### src/rtl/doorbell_pkg.sv
// Doorbell chime shared definitions: FSM state encoding
// and the counter-width helper used by the chime datapath.
package doorbell_pkg;

  localparam logic [1:0] ST_IDLE = 2'd0;
  localparam logic [1:0] ST_DING = 2'd1;
  localparam logic [1:0] ST_GAP  = 2'd2;
  localparam logic [1:0] ST_DONG = 2'd3;

  // A counter for values 0..n-1 never shrinks below one bit.
  function automatic int cnt_w(input int n);
    return (n <= 2) ? 1 : $clog2(n);
  endfunction

  function automatic int max3(
    input int a,
    input int b,
    input int c
  );
    int m;
    m = (a > b) ? a : b;
    return (m > c) ? m : c;
  endfunction

endpackage

### src/rtl/doorbell_chime_gen_tone_div.sv
// Square-wave divider: tone toggles every DIV enabled cycles,
// clear forces counter and tone level back to 0.
module tone_div
  import doorbell_pkg::*;
#(
  parameter int DIV = 2
) (
  input  logic clk,
  input  logic rst,
  input  logic en_i,
  input  logic clr_i,
  output logic tone_o
);

  localparam int W = cnt_w(DIV);
  localparam logic [W-1:0] TOP = W'(DIV - 1);

  logic [W-1:0] cnt_q, cnt_d;
  logic         tone_q, tone_d;

  always_comb begin
    cnt_d  = cnt_q;
    tone_d = tone_q;
    if (clr_i) begin
      cnt_d  = '0;
      tone_d = 1'b0;
    end else if (en_i) begin
      if (cnt_q == TOP) begin
        cnt_d  = '0;
        tone_d = ~tone_q;
      end else begin
        cnt_d = cnt_q + 1'b1;
      end
    end
  end

  always_ff @(posedge clk) begin
    if (rst) begin
      cnt_q  <= '0;
      tone_q <= 1'b0;
    end else begin
      cnt_q  <= cnt_d;
      tone_q <= tone_d;
    end
  end

  assign tone_o = tone_q;

endmodule

### src/rtl/doorbell_chime_gen.sv
// Ding-gap-dong chime generator feeding the doorbell mux.
// Define CHIME_DEBOUNCE_EN to require DEBOUNCE_CYC stable-high samples per press.
module doorbell_chime_gen
  import doorbell_pkg::*;
#(
  parameter int DIV_A        = 2,
  parameter int DIV_B        = 3,
  parameter int DING_LEN     = 8,
  parameter int GAP_LEN      = 4,
  parameter int DONG_LEN     = 9,
  parameter int DEBOUNCE_CYC = 3
) (
  input  logic clk,
  input  logic rst,
  input  logic button,
  output logic tone_a,
  output logic tone_b,
  output logic sel,
  output logic busy
);

  localparam int MAXL = max3(DING_LEN, GAP_LEN, DONG_LEN);
  localparam int DW   = cnt_w(MAXL + 1);

  localparam logic [DW-1:0] LD_DING = DW'(DING_LEN - 1);
  localparam logic [DW-1:0] LD_GAP  = DW'(GAP_LEN - 1);
  localparam logic [DW-1:0] LD_DONG = DW'(DONG_LEN - 1);

  logic [1:0]    state_q, state_d;
  logic [DW-1:0] dur_q, dur_d;
  logic          sel_q, busy_q;
  logic          press;

`ifdef CHIME_DEBOUNCE_EN
  localparam int DBW = cnt_w(DEBOUNCE_CYC + 1);
  localparam logic [DBW-1:0] DB_MAX = DBW'(DEBOUNCE_CYC);
  localparam logic [DBW-1:0] DB_ARM = DBW'(DEBOUNCE_CYC - 1);

  // Run length of consecutive high samples, saturating once accepted.
  logic [DBW-1:0] db_q, db_d;

  always_comb begin
    db_d = '0;
    if (button) begin
      db_d = (db_q == DB_MAX) ? db_q : db_q + 1'b1;
    end
  end

  assign press = button && (db_q == DB_ARM);

  always_ff @(posedge clk) begin
    if (rst) db_q <= '0;
    else     db_q <= db_d;
  end
`else
  logic btn_q;

  assign press = button && !btn_q;

  always_ff @(posedge clk) begin
    if (rst) btn_q <= 1'b0;
    else     btn_q <= button;
  end
`endif

  always_comb begin
    state_d = state_q;
    dur_d   = dur_q;
    unique case (state_q)
      ST_IDLE: begin
        if (press) begin
          state_d = ST_DING;
          dur_d   = LD_DING;
        end
      end
      ST_DING: begin
        if (dur_q == '0) begin
          state_d = ST_GAP;
          dur_d   = LD_GAP;
        end else begin
          dur_d = dur_q - 1'b1;
        end
      end
      ST_GAP: begin
        if (dur_q == '0) begin
          state_d = ST_DONG;
          dur_d   = LD_DONG;
        end else begin
          dur_d = dur_q - 1'b1;
        end
      end
      ST_DONG: begin
        if (dur_q == '0) begin
          state_d = ST_IDLE;
          dur_d   = '0;
        end else begin
          dur_d = dur_q - 1'b1;
        end
      end
      default: begin
        state_d = ST_IDLE;
        dur_d   = '0;
      end
    endcase
  end

  always_ff @(posedge clk) begin
    if (rst) begin
      state_q <= ST_IDLE;
      dur_q   <= '0;
      sel_q   <= 1'b0;
      busy_q  <= 1'b0;
    end else begin
      state_q <= state_d;
      dur_q   <= dur_d;
      sel_q   <= (state_d == ST_DONG);
      busy_q  <= (state_d != ST_IDLE);
    end
  end

  // Dividers run only while staying in their phase; any entry
  // or exit clears them so the tone is 0 outside the phase.
  logic a_clr, b_clr;

  assign a_clr = (state_q != ST_DING) || (state_d != ST_DING);
  assign b_clr = (state_q != ST_DONG) || (state_d != ST_DONG);

  tone_div #(.DIV(DIV_A)) u_div_a (
    .clk    (clk),
    .rst    (rst),
    .en_i   (!a_clr),
    .clr_i  (a_clr),
    .tone_o (tone_a)
  );

  tone_div #(.DIV(DIV_B)) u_div_b (
    .clk    (clk),
    .rst    (rst),
    .en_i   (!b_clr),
    .clr_i  (b_clr),
    .tone_o (tone_b)
  );

  assign sel  = sel_q;
  assign busy = busy_q;

endmodule

### config.mk
export PLATFORM = sky130hd
export DESIGN_NAME = doorbell_chime_gen
export DESIGN_NICKNAME = d
export VERILOG_FILES = /design/src/rtl/doorbell_pkg.sv /design/src/rtl/doorbell_chime_gen_tone_div.sv /design/src/rtl/doorbell_chime_gen.sv
export SDC_FILE = /design/constraint.sdc
export NUM_CORES = 1
export LEC_CHECK = 0
export CELL_PAD_IN_SITES_DETAIL_PLACEMENT = 1
export CELL_PAD_IN_SITES_GLOBAL_PLACEMENT = 2
export CORE_AREA = 5 5 53 50
export DETAILED_ROUTE_END_ITERATION = 12
export DIE_AREA = 0 0 58 55
export HOLD_SLACK_MARGIN = 0.12
export PLACE_DENSITY_LB_ADDON = 0.05
export SLEW_MARGIN = 20
export SYNTH_ARGS = -nofsm -noshare
export SYNTH_HDL_FRONTEND = slang
export SYNTH_SLANG_ARGS = --single-unit
### constraint.sdc
create_clock -name clk -period 1.7 [get_ports clk]
set_clock_uncertainty 0.15 [all_clocks]
set_input_delay 0.34 -clock clk [delete_from_list [all_inputs] [get_ports clk]]
set_output_delay 0.34 -clock clk [all_outputs]
set_load 0.1 [all_outputs]
=== Yosys cells after proc, flatten, opt, wreduce, memory -nomap -nowiden ===
Index checks and enable logic that the tools add are counted.

* Register bits after elaboration: 14
* Input bits: 3
* Word-level logic and storage cells: 45

* $add $sub $neg: 3
* Equality and inequality tests: 10
* Multiplexer cells: 10
* Bitwise gates (word level): 2
* Reductions and logical operators: 11

{| class="wikitable"
|+ Operators with widths
! operator !! count
|-
| two-way mux 4 bit || 4
|-
| case mux 4 bit (4 select lines) || 1
|-
| == test 2 bit, second input constant || 4
|-
| two-way mux 2 bit || 4
|-
| case mux 2 bit (4 select lines) || 1
|-
| inequality test 2 bit, second input constant || 3
|-
| OR reduction 3 bit || 2
|-
| logical NOT 4 bit || 1
|-
| inequality test 2 x 1 -> 1 bit, second input constant || 2
|-
| OR reduction 2 bit || 2
|-
| subtractor 4 x 1 -> 4 bit, second input constant || 1
|-
| adder 2 x 1 -> 2 bit, second input constant || 1
|-
| == test 2 x 1 -> 1 bit, second input constant || 1
|-
| logical NOT 2 bit || 1
|-
| logical OR 1 bit || 2
|-
| NOT 1 bit || 2
|-
| nonzero test 2 bit || 1
|-
| adder 1 bit, second input constant || 1
|-
| logical AND 1 bit || 1
|-
| logical NOT 1 bit || 1
|}

=== Longest topological paths before layout ===
* Depth after elaboration: 7
* Gate-level depth with buffers: 4
* Gate-level depth less buffers: 4

=== Hierarchy ===
Synthesis repeated with hierarchy kept, for this count alone.

* Cells, all modules: 68
* Area total of the unflattened synthesis: 651.9 µm²

{| class="wikitable"
|+ By module, submodules not included
! module !! times used !! cells each !! area each (µm²) !! sequential area each (µm²)
|-
| doorbell_chime_gen || 1 || 47 || 426.7 || 180.2
|-
| tone_div at u_div_b || 1 || 13 || 140.1 || 60.1
|-
| tone_div at u_div_a || 1 || 8 || 85.1 || 40.0
|}

=== Worst setup path after synthesis ===
OpenSTA, ideal clock, no wires.

* Path kind: register to register
* Start: reg u_div_a.tone_q, in the netlist u_div_a.tone_o
* End: reg u_div_a.tone_q, in the netlist u_div_a.tone_o
* Data arrival time: 1.241 ns
* Required time: 1.458 ns
* Setup slack: 0.218 ns
* Stages on the path, launching flop included: 3
* Buffers on the path: 0
* Clock period less this slack: 1.482 ns
* Cells stage by stage: dfxtp_1 > xnor2_1 > nor4_1

* Longest elaborated chain between the ends: 1

{| class="wikitable"
|+ Ends and longest elaborated chain
! what !! line !! text
|-
| start: declaration || doorbell_chime_gen_tone_div.sv:19 || <nowiki>logic tone_q, tone_d;</nowiki>
|-
| start signal: assignment || doorbell_chime_gen_tone_div.sv:43 || <nowiki>tone_q <= tone_d;</nowiki>
|-
| NOT 1 bit || doorbell_chime_gen_tone_div.sv:30 || <nowiki>tone_d = ~tone_q;</nowiki>
|}

Every way passes these cells.
A chain may end at the register's enable or synchronous reset.

=== Worst setup path after layout ===
* Start: reg dur_q[3]
* End: reg u_div_b.tone_q, in the netlist u_div_b.tone_o

* Longest elaborated chain between the ends: 6
* Elaborated cells on any way between the ends: 8
* Classes of those cells: 1 x eq/ne; 4 x mux; 3 x reduce/logical

{| class="wikitable"
|+ Ends and longest elaborated chain
! what !! line !! text
|-
| start: declaration || doorbell_chime_gen.sv:30 || <nowiki>logic [DW-1:0] dur_q, dur_d;</nowiki>
|-
| start signal: assignment || doorbell_chime_gen.sv:115 || <nowiki>dur_q <= dur_d;</nowiki>
|-
| logical NOT 4 bit (*) || doorbell_chime_gen.sv:77, doorbell_chime_gen.sv:85, doorbell_chime_gen.sv:93 ||
|-
| two-way mux 2 bit, on equally long branches || doorbell_chime_gen.sv:93, doorbell_chime_gen.sv:77, doorbell_chime_gen.sv:85 ||
|-
| case mux 2 bit (4 select lines) (*) || doorbell_chime_gen.sv:69 || <nowiki>unique case (state_q)</nowiki>
|-
| inequality test 2 bit (*) || doorbell_chime_gen.sv:126 || <nowiki>assign b_clr = (state_q != ST_DONG) || (state_d != ST_DONG);</nowiki>
|-
| logical OR 1 bit (*) || doorbell_chime_gen.sv:126 ||
|-
| OR reduction 2 bit (no source line) (*) || - ||
|-
| end signal: assignment || doorbell_chime_gen_tone_div.sv:43 ||
|-
| end: declaration || doorbell_chime_gen_tone_div.sv:19 ||
|}

Mark *: on every way between the ends. The rest lies on a longest branch, timed or not.

==> metrics.txt <==
Routed wire per std cell 13.6 um; Leakage around 0.30 nW; Hold Vio Cnt, Final 0; yosys warns 0; largest net degree at the start of global routing 11; Data arrival, critical path approximately 1.5 ns; fin crit share a little under nine tenths; ys flop type dfxtp_1; I/O Buffers 6; post-CTS setup buffers 0; gr usage total 10.5%; most instantiated cells after synthesis 14 x dfxtp_1, 5 x nor4_1, 4 x a21oi_1, 4 x nand2b_1, 4 x nor2_1; via count 516; reg2reg path depth 4; Hold Path End u_div_b.cnt_q[0]; Synth Area in Compound Gates just under 20%; initial core utilization 29.5%; Post-Place Setup Slack approximately 0.042 ns; Synth Net Count 67; adder-cell share of the synthesized area 2.04%; Root Driver clkbuf_4; relative slew slack between 60% and 70%; Post-Synth XOR/XNOR Area under 10%; first-pass GRT wire length 2480 um; HPWL Detailed about 1000 um; die area roughly 3200 um^2; sequential cell area fraction in the yosys report between 40 and 50%; Die Y between 50 and 60 um; clk slew on worst S/H paths ~0.090 ns; routed vias/inst between 5 and 6; P_int 0.731 mW; max FFs per register 4; diodes inserted 0; fin crit period between 1 and 1.5 ns; I/O pin cnt 7; worst skew pair latency between 0.2 and 0.3 ns; # resized after CTS 0; Final Max Tran Viols 0; startpoint types register; Flop pwr share between 40% and 50%; vias in the first global route approximately 550; Layout area overhead 32.8%; post-synthesis register bit count 14; Final setup viols 0; CORE AREA ~2100 um^2; FP Rows 16; antenna violations before repair 0; Gate power share a little under 40%; GR Overflow Total 0; RSZ-0062 raised after global routing no; HP Start u_div_b.cnt_q[0]; reg2reg end u_div_b.tone_o; Num CTS Buffers 3; Max-cap violations 0; Top reg by flops dur_q; DRC Markers 0; simple-gate share of the synthesized area between 20% and 30%; most numerous cell in the Yosys netlist dfxtp_1; setup TNS 0 ns; DP Area ~780 um^2; CTS Sinks 14; Final nets just over 80; RePlAce Congestion around 0.74; Post-Syn Instances 63; Post-synth EDFFs 0; Cell Area, Synth about 610 um^2; leading area contributor after synthesis dfxtp_1; Synth Area per Inst 9.75 um^2; largest registers dur_q: 4 flops, state_q: 2 flops, u_div_b.cnt_q: 2 flops; critical path peak fanout 5; mux cell area share after synthesis 0%; Hold Path Class register to register; Worst IR Drop VDD approximately 0.54 mV; H-tree depth 1; Synth cell types 30; Die W just under 60 um; Slew @ Worst Pin between 0.5 and 0.6 ns; Post-CTS Hold Buffers 0; cell area after layout 816 um^2; largest family of logic cells by synthesized area simple AND/OR/NAND/NOR gates; area fraction of the dominant cell type after synthesis between 40% and 50%; fraction of registers with async set/reset 0%; outcome completed; Pwr Density roughly 1500 nW/um^2; R2R Path Start dur_q[3]; hold path depth 1; Fmax a little under 700 MHz; CP Capture Type register; 1st-iter DRT viols 5; WS Path Type register to register; layout cells sized above 1 22.4%; Sw Share 38.9%; PnR worst setup slack approximately 0.25 ns; routed wire length approximately 1400 um; Reg2Reg Setup Slack 0.25 ns; switching pwr around 0.47 mW; top cells by area, synth dfxtp_1 46%, nor4_1 5.1%, xnor2_1 4.3%, nand2b_1 4.1%, nor4_4 3.5%; TritonRoute pass-1 iters 2; Bufs on Longest Clock Path 2; Post-DRT Antenna Nets 0; CTS tree done; clock share of power between 20% and 30%; Worst Path Required around 1.7 ns
[cells in the final DEF (no fill, tap or decap), types with 2 or more instances in the layout]
master           count
xnor2_1              3
buf_12               4
a211oi_1             2
clkbuf_4             3
clkdlybuf4s50_1      2
and2_1               2
buf_4                7
nor4_1               5
nor2_1               4
a21oi_1              4
nor3_1               2
nand2b_1             4
dfxtp_1             14
nand3_1              2
[per-layer routing]
metal | vias up | global-route usage (%) | part of all wire, %
met2 | 5 | 16.9 | 44
met4 | 0 | 5.79 | 0.93
li1 | 259 | - | -
met1 | 250 | 13.4 | 52
met5 | - | 0 | 0
met3 | 2 | 2.09 | 3.2
[worst max-delay path: stages (launching register included)]
cell	delay (ns)
dfxtp_1	0.38
buf_4	0.17
o41ai_2	0.41
buf_4	0.19
nor3_1	0.04
[worst max path at each step]
stage	start	to	slack (ns)	cells past startpoint
2_1_floorplan	u_div_a.tone_o	u_div_a.tone_o	0.22	2
3_3_place_gp	button	dur_q[2]	0.07	4
3_5_place_dp	button	state_q[0]	0.04	4
4_1_cts	dur_q[3]	u_div_b.cnt_q[0]	0.24	4
5_1_grt	dur_q[3]	state_q[0]	0.19	4
6_report	dur_q[3]	u_div_b.tone_o	0.25	4
[through the flow]
step	util [%]	hold slack [ns]	total power [mW]	cells
floorplan	-	0.249	0.791	63
global placement	37.4	0.260	0.960	99
detailed placement	37.4	0.271	0.957	99
CTS	39.2	0.284	1.21	103
global route	39.2	0.300	1.27	103
finish	39.2	0.277	1.20	103
[cells by family after synthesis]
| logic type | count (synthesis) |
|---|---|
| buf+inv | 5 |
| compound gates | 16 |
| fa+ha+maj | 1 |
| xor+xnor | 3 |
| flops | 14 |
| simple gates | 24 |
[power groups by stage]
| stage | logic [mW] | registers [mW] | clock network, mW |
|---|---|---|---|
| floorplan | 0.288 | 0.504 | 0 |
| global placement | 0.475 | 0.485 | 0 |
| detailed placement | 0.470 | 0.487 | 0 |
| CTS | 0.474 | 0.479 | 0.257 |
| global route | 0.510 | 0.487 | 0.275 |
| finish | 0.470 | 0.480 | 0.247 |
[final cells by class]
type	count	area [um^2]
Inverter	1	3.75
Fill cell	250	1270
Tap cell	27	33.8
Multi-Input combinational cell	44	309
Clock buffer	4	36.3
Sequential cell	14	280
Timing Repair Buffer	13	153
No activity file was read; power rests on OpenSTA's default activity.
